$ cat src/rtl/pool_writeback.sv
// pool_writeback: captures pooled words with their output position, computes the
// feature-memory word address, buffers them in a small FIFO and drains the FIFO
// into the memory write port under mem_ready backpressure. done pulses once every
// word of the layer has been written.
// Build option: define POOL_WB_RELU_EN to clamp negative channels to zero at pop.
module pool_writeback #(
    parameter int DATA_WIDTH       = 16,
    parameter int POOL_PARALLELISM = 8,
    parameter int ADDR_WIDTH       = 16,
    parameter int FIFO_DEPTH       = 8
) (
    input  logic                                   clk,
    input  logic                                   rst_n,
    input  logic                                   start,
    input  logic [7:0]                             out_size,
    input  logic [7:0]                             channel,
    input  logic [ADDR_WIDTH-1:0]                  base_addr,
    input  logic                                   in_valid,
    input  logic [DATA_WIDTH*POOL_PARALLELISM-1:0] in_data,
    input  logic [7:0]                             in_h,
    input  logic [7:0]                             in_w,
    input  logic [7:0]                             in_chsel,
    input  logic                                   mem_ready,
    output logic                                   mem_we,
    output logic [ADDR_WIDTH-1:0]                  mem_addr,
    output logic [DATA_WIDTH*POOL_PARALLELISM-1:0] mem_wdata,
    output logic                                   busy,
    output logic                                   done,
    output logic                                   overflow
);

    localparam int WW = DATA_WIDTH * POOL_PARALLELISM;
    localparam int PW = $clog2(FIFO_DEPTH);

    typedef enum logic [1:0] {S_IDLE, S_RUN, S_DRAIN, S_DONE} state_t;

    state_t                state, state_nx;
    logic [7:0]            cfg_size;
    logic [7:0]            cfg_groups;
    logic [ADDR_WIDTH-1:0] cfg_base;
    logic [15:0]           total;
    logic [15:0]           push_cnt;
    logic [15:0]           write_cnt;

    logic [WW-1:0]         fifo_data [FIFO_DEPTH];
    logic [ADDR_WIDTH-1:0] fifo_addr [FIFO_DEPTH];
    logic [PW-1:0]         wr_ptr, rd_ptr;
    logic [PW:0]           count;

    logic                  full, empty, push, pop, drop, start_ok;
    logic [7:0]            groups_new;
    logic [ADDR_WIDTH-1:0] push_addr;

    function automatic logic [WW-1:0] relu_clamp(input logic [WW-1:0] d);
        logic [WW-1:0] r;
        r = d;
`ifdef POOL_WB_RELU_EN
        for (int unsigned j = 0; j < POOL_PARALLELISM; j++) begin
            if (d[DATA_WIDTH*j + DATA_WIDTH-1]) r[DATA_WIDTH*j +: DATA_WIDTH] = '0;
        end
`endif
        return r;
    endfunction

    assign full     = (count == (PW+1)'(FIFO_DEPTH));
    assign empty    = (count == '0);
    assign start_ok = start && (state == S_IDLE);
    assign pop      = ((state == S_RUN) || (state == S_DRAIN)) && !empty && mem_ready;
    assign push     = (state == S_RUN) && in_valid && (!full || pop);
    assign drop     = in_valid && (((state == S_RUN) && full && !pop) || (state == S_DRAIN));
    assign busy     = (state != S_IDLE);
    assign done     = (state == S_DONE);

    assign groups_new = 8'((9'(channel) + 9'(POOL_PARALLELISM - 1)) / 9'(POOL_PARALLELISM));
    assign push_addr  = ADDR_WIDTH'(32'(cfg_base)
                        + (32'(in_h) * 32'(cfg_size) + 32'(in_w)) * 32'(cfg_groups)
                        + 32'(in_chsel) / 32'(POOL_PARALLELISM));

    // State register
    always_ff @(posedge clk or negedge rst_n) begin
        if (!rst_n) state <= S_IDLE;
        else        state <= state_nx;
    end

    // Next-state logic
    always_comb begin
        state_nx = state;
        case (state)
            S_IDLE:  if (start) state_nx = S_RUN;
            S_RUN:   if (push && (push_cnt + 16'd1 == total)) state_nx = S_DRAIN;
            S_DRAIN: if (empty && (write_cnt == total)) state_nx = S_DONE;
            S_DONE:  state_nx = S_IDLE;
            default: state_nx = S_IDLE;
        endcase
    end

    // Layer configuration, progress counters and sticky overflow
    always_ff @(posedge clk or negedge rst_n) begin
        if (!rst_n) begin
            cfg_size   <= '0;
            cfg_groups <= '0;
            cfg_base   <= '0;
            total      <= '0;
            push_cnt   <= '0;
            write_cnt  <= '0;
            overflow   <= 1'b0;
        end else if (start_ok) begin
            cfg_size   <= out_size;
            cfg_groups <= groups_new;
            cfg_base   <= base_addr;
            total      <= 16'(32'(out_size) * 32'(out_size) * 32'(groups_new));
            push_cnt   <= '0;
            write_cnt  <= '0;
            overflow   <= 1'b0;
        end else begin
            if (push) push_cnt  <= push_cnt + 16'd1;
            if (pop)  write_cnt <= write_cnt + 16'd1;
            if (drop) overflow  <= 1'b1;
        end
    end

    // FIFO pointers and occupancy
    always_ff @(posedge clk or negedge rst_n) begin
        if (!rst_n) begin
            wr_ptr <= '0;
            rd_ptr <= '0;
            count  <= '0;
        end else begin
            if (push) wr_ptr <= wr_ptr + 1'b1;
            if (pop)  rd_ptr <= rd_ptr + 1'b1;
            case ({push, pop})
                2'b10:   count <= count + 1'b1;
                2'b01:   count <= count - 1'b1;
                default: count <= count;
            endcase
        end
    end

    // FIFO storage
    always_ff @(posedge clk) begin
        if (push) begin
            fifo_data[wr_ptr] <= in_data;
            fifo_addr[wr_ptr] <= push_addr;
        end
    end

    // Registered memory write port
    always_ff @(posedge clk or negedge rst_n) begin
        if (!rst_n) begin
            mem_we    <= 1'b0;
            mem_addr  <= '0;
            mem_wdata <= '0;
        end else begin
            mem_we <= pop;
            if (pop) begin
                mem_addr  <= fifo_addr[rd_ptr];
                mem_wdata <= relu_clamp(fifo_data[rd_ptr]);
            end
        end
    end

endmodule

$ cat config.mk
export PLATFORM = sky130hd
export DESIGN_NAME = pool_writeback
export DESIGN_NICKNAME = d
export VERILOG_FILES = /design/src/rtl/pool_writeback.sv
export SDC_FILE = /design/constraint.sdc
export NUM_CORES = 2
export LEC_CHECK = 0
export ABC_AREA = 1
export BUFFER_PORTS_ARGS = -buffer_cell sky130_fd_sc_hd__buf_2
export CORE_ASPECT_RATIO = 0.75
export CORE_MARGIN = 2
export CORE_UTILIZATION = 62
export DETAILED_ROUTE_END_ITERATION = 6
export PLACE_DENSITY = 0.81
export SLEW_MARGIN = 15
export SYNTH_ARGS = -nofsm -noshare
export SYNTH_HDL_FRONTEND = slang
export SYNTH_SLANG_ARGS = --single-unit
$ cat constraint.sdc
create_clock -name clk -period 9.21 [get_ports clk]
set_input_delay 0.921 -clock clk [delete_from_list [all_inputs] [get_ports clk]]
set_output_delay 0.921 -clock clk [all_outputs]
set_load 0.02 [all_outputs]
======== Word level (Yosys, flattened, before mapping) ========
Memory sizes are Yosys's and may differ from the RTL's. A register that Yosys moved wholly into a read port is not among the register bits.
Index checks and enable logic that the tools add are counted.
storage, ports and cells
  register bits after elaboration ......... 92
  memory bits (writable) .................. 1152
  memory bits (read-only) ................. 0
  memories ................................ 2
  output and inout port bits .............. 148
  input port bits ......................... 189
  word-level logic and storage cells ...... 78
  latch bits .............................. 0
memory list
  name       words  width  rd ports  clocked after Yosys merged registers in  write ports  line  RTL
  fifo_data  8      128    1         1                                        1            45    logic [WW-1:0] fifo_data [FIFO_DEPTH];
  fifo_addr  8      16     1         1                                        1            46    logic [ADDR_WIDTH-1:0] fifo_addr [FIFO_DEPTH];
operators by class
  add/sub/neg operators ................... 10
  equal/unequal tests ..................... 11
  bitwise gates (word level) .............. 0
  div/mod/pow operators ................... 0
  magnitude comparators ................... 0
  muxes and demuxes ....................... 13
  shift operators ......................... 0
  $mul .................................... 4
  reductions and logical operators ........ 26
operators by type and width
  operator               count
  $mux 16                4
  $add 16x1->16 const B  2
  $eq 16x16->1           2
  $mul 8x8->16           2
  $add 16x8->17          1
  $mul 17x6->16          1
  $add 16x16->16         1
  $add 16x5->16          1
  $mul 16x6->16          1
  $logic_and 1x1->1      10
  $reduce_bool 2->1      5
  $add 8x3->9 const B    1
  $pmux 2 s4             1
  $pmux 4 s2             1
  $add 3x1->3 const B    2
  $eq 2x2->1 const B     3
  $mux 2                 3
  $logic_not 1->1        5
  $add 4x1->4 const B    1
  $eq 2x1->1 const B     2
  $eq 4x4->1 const B     1
  $logic_not 4->1        1
  $mux 1                 4
  $ne 2x1->1 const B     2
  other kinds (5)        7

======== Depth between registers and ports, before layout ========
  depth after elaboration ................. 10
  gate-level depth with buffers ........... 38
  gate-level depth less buffers ........... 37

======== Worst setup path after synthesis ========
No wires, ideal clock.
  path type ............................... input to register
  from .................................... in mem_ready
  to ...................................... mem fifo_addr[0][0], enable pin
  stages on the path ...................... 7
  arrival ................................. 7.829 ns
  path buffers ............................ 0
  setup slack ............................. 0.732 ns
  data required time ...................... 8.561 ns
  setup time .............................. 0.649 ns
  cells stage by stage .................... nand2_1 nand4_1 inv_1 nor2_1 inv_1 or2_2 nor2_1
on the way
  cells in the longest elaborated chain, start to end .. 5
RTL lines
  element                       line  RTL
  from (decl)                   23    input logic mem_ready,
  $logic_and 1x1->1             68    assign pop = ((state == S_RUN) || (state == S_DRAIN)) && !empty && mem_ready;
  $logic_or 1x1->1              69    assign push = (state == S_RUN) && in_valid && (!full || pop);
  $logic_and 1x1->1             69
  $mux 1                        141   if (push) begin
  $mux 1 (not written as such)  143   fifo_addr[wr_ptr] <= push_addr;
  to (decl)                     46
No other way between the ends.

======== Worst setup path in the final report ========
  from .................................... reg cfg_size[1]
  to ...................................... mem fifo_addr[1][14] (data pin)
on the way
  cells in the longest elaborated chain, start to end .. 5
RTL lines
  element                 line  RTL
  from (decl)             38    logic [7:0] cfg_size;
  from (signal assigned)  108   cfg_size <= out_size;
  $mul 8x8->16            76    + (32'(in_h) * 32'(cfg_size) + 32'(in_w)) * 32'(cfg_groups)
  $add 16x8->17           76
  $mul 17x6->16           76
  $add 16x16->16          76
  $add 16x5->16           77    + 32'(in_chsel) / 32'(POOL_PARALLELISM));
  net push_addr[14]       52    logic [ADDR_WIDTH-1:0] push_addr;
The timed path passes the listed nets, and every way through them passes these cells.

==> results.md <==
- Status: finished clean
- Final hold slack: 0.177 ns
- Relative slew slack: 23.0%
- Slew Limit Fails: 0
- Max-Cap Viols: 0
- Final WL: 148 mm
- Vias in the first global route: 40,900
- Yosys warning total: 0
- Simple logic cell fraction of the synthesized area: 7.18%
- Clock buffer depth: 3
- EDFF count, synth: 1,152
- Library cells used by synthesis: 48
- Area grow syn2layout: 11.4%
- Crit path max fanout: 9
- Min-delay worst type: in -> async
- Worst setup margin: 0.901 ns
- Data required, critical path: 9.68 ns
- Max Clock Skew: 0.0301 ns
- Clock sink total: 1,388
- Synth Area in Compound Gates: 9.27%
- Sequential cell area fraction in the yosys report: 63.4%
- CTS Hold Bufs: 0
- Post-synth top area share: 54.2%
- Crit-path slowest cell: dfrtp_1
- Post-Syn Area per Cell: 12.2 µm²
- CTS tree: done
- CP Launch Type: flop
- I/O Buffers: 333
- Post-CTS sizing: 0
- Final #Nets: 5,986
- Area of the multi-input gates: 19,700 µm²
- Post-Syn Area: 63,900 µm²
- Largest net degree at the start of global routing: 219
- CTS Buf Count: 133
- Final setup fails: 0
- Area contributors post-synth: edfxtp_1 (54%), dfrtp_1 (9.2%), fa_1 (5.4%)
- Post-Synth XOR/XNOR Area: 0.990%
- Layout cell share with drive strength beyond 1: 11.8%
- Die area: 106,000 µm²
- Async SR Flop Fraction: 17.0%
- Non-Filler Instances: 6,955
- Largest family of logic cells by synthesized area: compound AO/OA/AOI/OAI gates
- Initial antenna violation count: 19
- Post-DP HPWL: 84.3 mm
- Detailed router's first-iteration violation count: 3,681
- Mapped Cells: 5,247
- Slowest stage delay, CP: 0.60 ns
- WL per Instance: 21.3 µm
- Via density: 5.82
- FF+latch area: 40,500 µm²
- Tcrit/Tclk final: 90.2%
- Residual DRC: 0
- Post-synth top area cell: edfxtp_1
- Rows: 101
- Hold Vio Cnt, Final: 0
- Initial core utilization: 62.8%
- Chip Width: 375 µm
- Boundary Pins: 337
- Vias: 40,500
- Place WS: 0.442 ns
- Post-CTS Setup Bufs: 0
- TritonRoute pass-1 iters: 6
- Routed Antenna Nets: 0
- Final TNS setup: 0 ns
- Die H: 282 µm
- Number of fill cells: 6,841
- Synthesized net count: 5,738
- Routability congestion estimate: 0.907
- WS Path Type: reg -> reg
- Clock Latency Late Sink: 0.77 ns
- Final Critical Period: 8.31 ns
- CP endpoint kind: flop
- Placed insts: 6,699
- Most used DFF post-synth: edfxtp_1
- CTS H-tree lvls: 4
- Top cells by instance count after synthesis: edfxtp_1 (1,152), inv_1 (722), nand2_1 (721)
- Top-count cell post-synth: edfxtp_1
- Worst-margin pin slew: 1.15 ns
- Total grt overflow: 0
- Post-synthesis mux area share: 5.27%
- CTS clk-pin slew, worst paths: 0.06 ns
- Fmax: 0.120 GHz
- Crit path top cell by count: fa_1
- Core ar.: 102,000 µm²
- Global-route wire length before repair: 229 mm
- CP Data Arrival Time: 8.78 ns
- Yosys reg bits: 1,388
- RSZ-0062 raised after global routing: no
- Adder-Cell Fraction of Synth Area: 7.95%
- Clock Root Buffer: clkbuf_16
- Total Routing Usage GR: 28.3%
## registers in the layout (all words and copies together) (netlist names)
register	count
cfg_base	16
cfg_groups	6
cfg_size	8
count	4
fifo_addr	128
fifo_data	1024
mem_addr	16
mem_wdata	128
mem_we	1
overflow	1
push_cnt	16
rd_ptr	3
state	2
total	16
wr_ptr	3
write_cnt	16
## kinds of logic after synthesis
family | count (synthesis)
flops | 1388
mux | 331
fa+ha+maj | 302
xor+xnor | 69
buf+inv | 989
simple gates | 1105
compound gates | 1063
## worst paths after layout
kind	from	endpoint	slack, ns	cells past startpoint
worst max-delay path	cfg_size[1]	fifo_addr[1][14]	0.90	30
worst min-delay path	rst_n	mem_wdata[101]	0.18	1
worst max register to register	cfg_size[1]	fifo_addr[1][14]	0.90	30
worst min register to register	mem_addr[10]	mem_addr[10]	0.47	2
max in group asynchronous	rst_n	rd_ptr[2]	7.57	2
min in group clk	base_addr[12]	cfg_base[12]	0.36	3
## area by class of cell
cell class | count | share of cell area [%]
inverter | 725 | 3.85
antenna | 10 | 0.0352
clock buffer | 189 | 5.24
multi-input combinational | 2870 | 27.6
tap | 1339 | 2.36
timing repair buffer | 377 | 2.91
sequential | 1388 | 57.0
clock inverter | 57 | 1.01
## stage by stage
| step | area, µm² | utilization (%) |
|---|---|---|
| after detailed placement | 66600 | 65.6 |
| final | 71100 | 70.0 |
| after floorplan | 63900 | - |
| after global routing | 71100 | 70.0 |
| after global placement | 66600 | 65.6 |
| after CTS | 71100 | 70.0 |
## per-layer routing
| metal | track usage [%] | share of wire [%] | up-vias |
|---|---|---|---|
| li1 | - | - | 18700 |
| met5 | 0 | 0.094 | - |
| met4 | 11.0 | 3.2 | 22 |
| met2 | 46.3 | 48 | 1558 |
| met1 | 37.4 | 41 | 19900 |
| met3 | 6.26 | 8.4 | 302 |
## critical path, delay by kind of cell (launching register included)
| kind | cells | cell delay, ns |
|---|---|---|
| buffers and inverters | 6 | 0.29 |
| DFF | 1 | 0.60 |
| xor gates and xnor gates | 2 | 0.72 |
| and+or+nand+nor | 5 | 0.47 |
| AOI/OAI and AO/OA | 7 | 1.22 |
| adders and majority gates | 10 | 4.69 |
## cell usage in the layout, fill, tap and decap left out, types with 19 or more instances in the layout
cell type	count
mux2i_1	288
ha_1	129
xor2_1	51
nand4_1	19
clkbuf_16	134
edfxtp_1	1152
nand3_1	163
fa_1	173
o211ai_1	203
clkbuf_1	38
a21oi_1	338
inv_1	720
buf_2	332
buf_4	39
dfrtp_1	233
mux2_2	43
nor2_1	143
o21ai_0	468
nand2_1	719
Power is left out: the tool's default activity adds up to more than one toggle a clock period on the data nets, which glitch-free logic cannot reach.
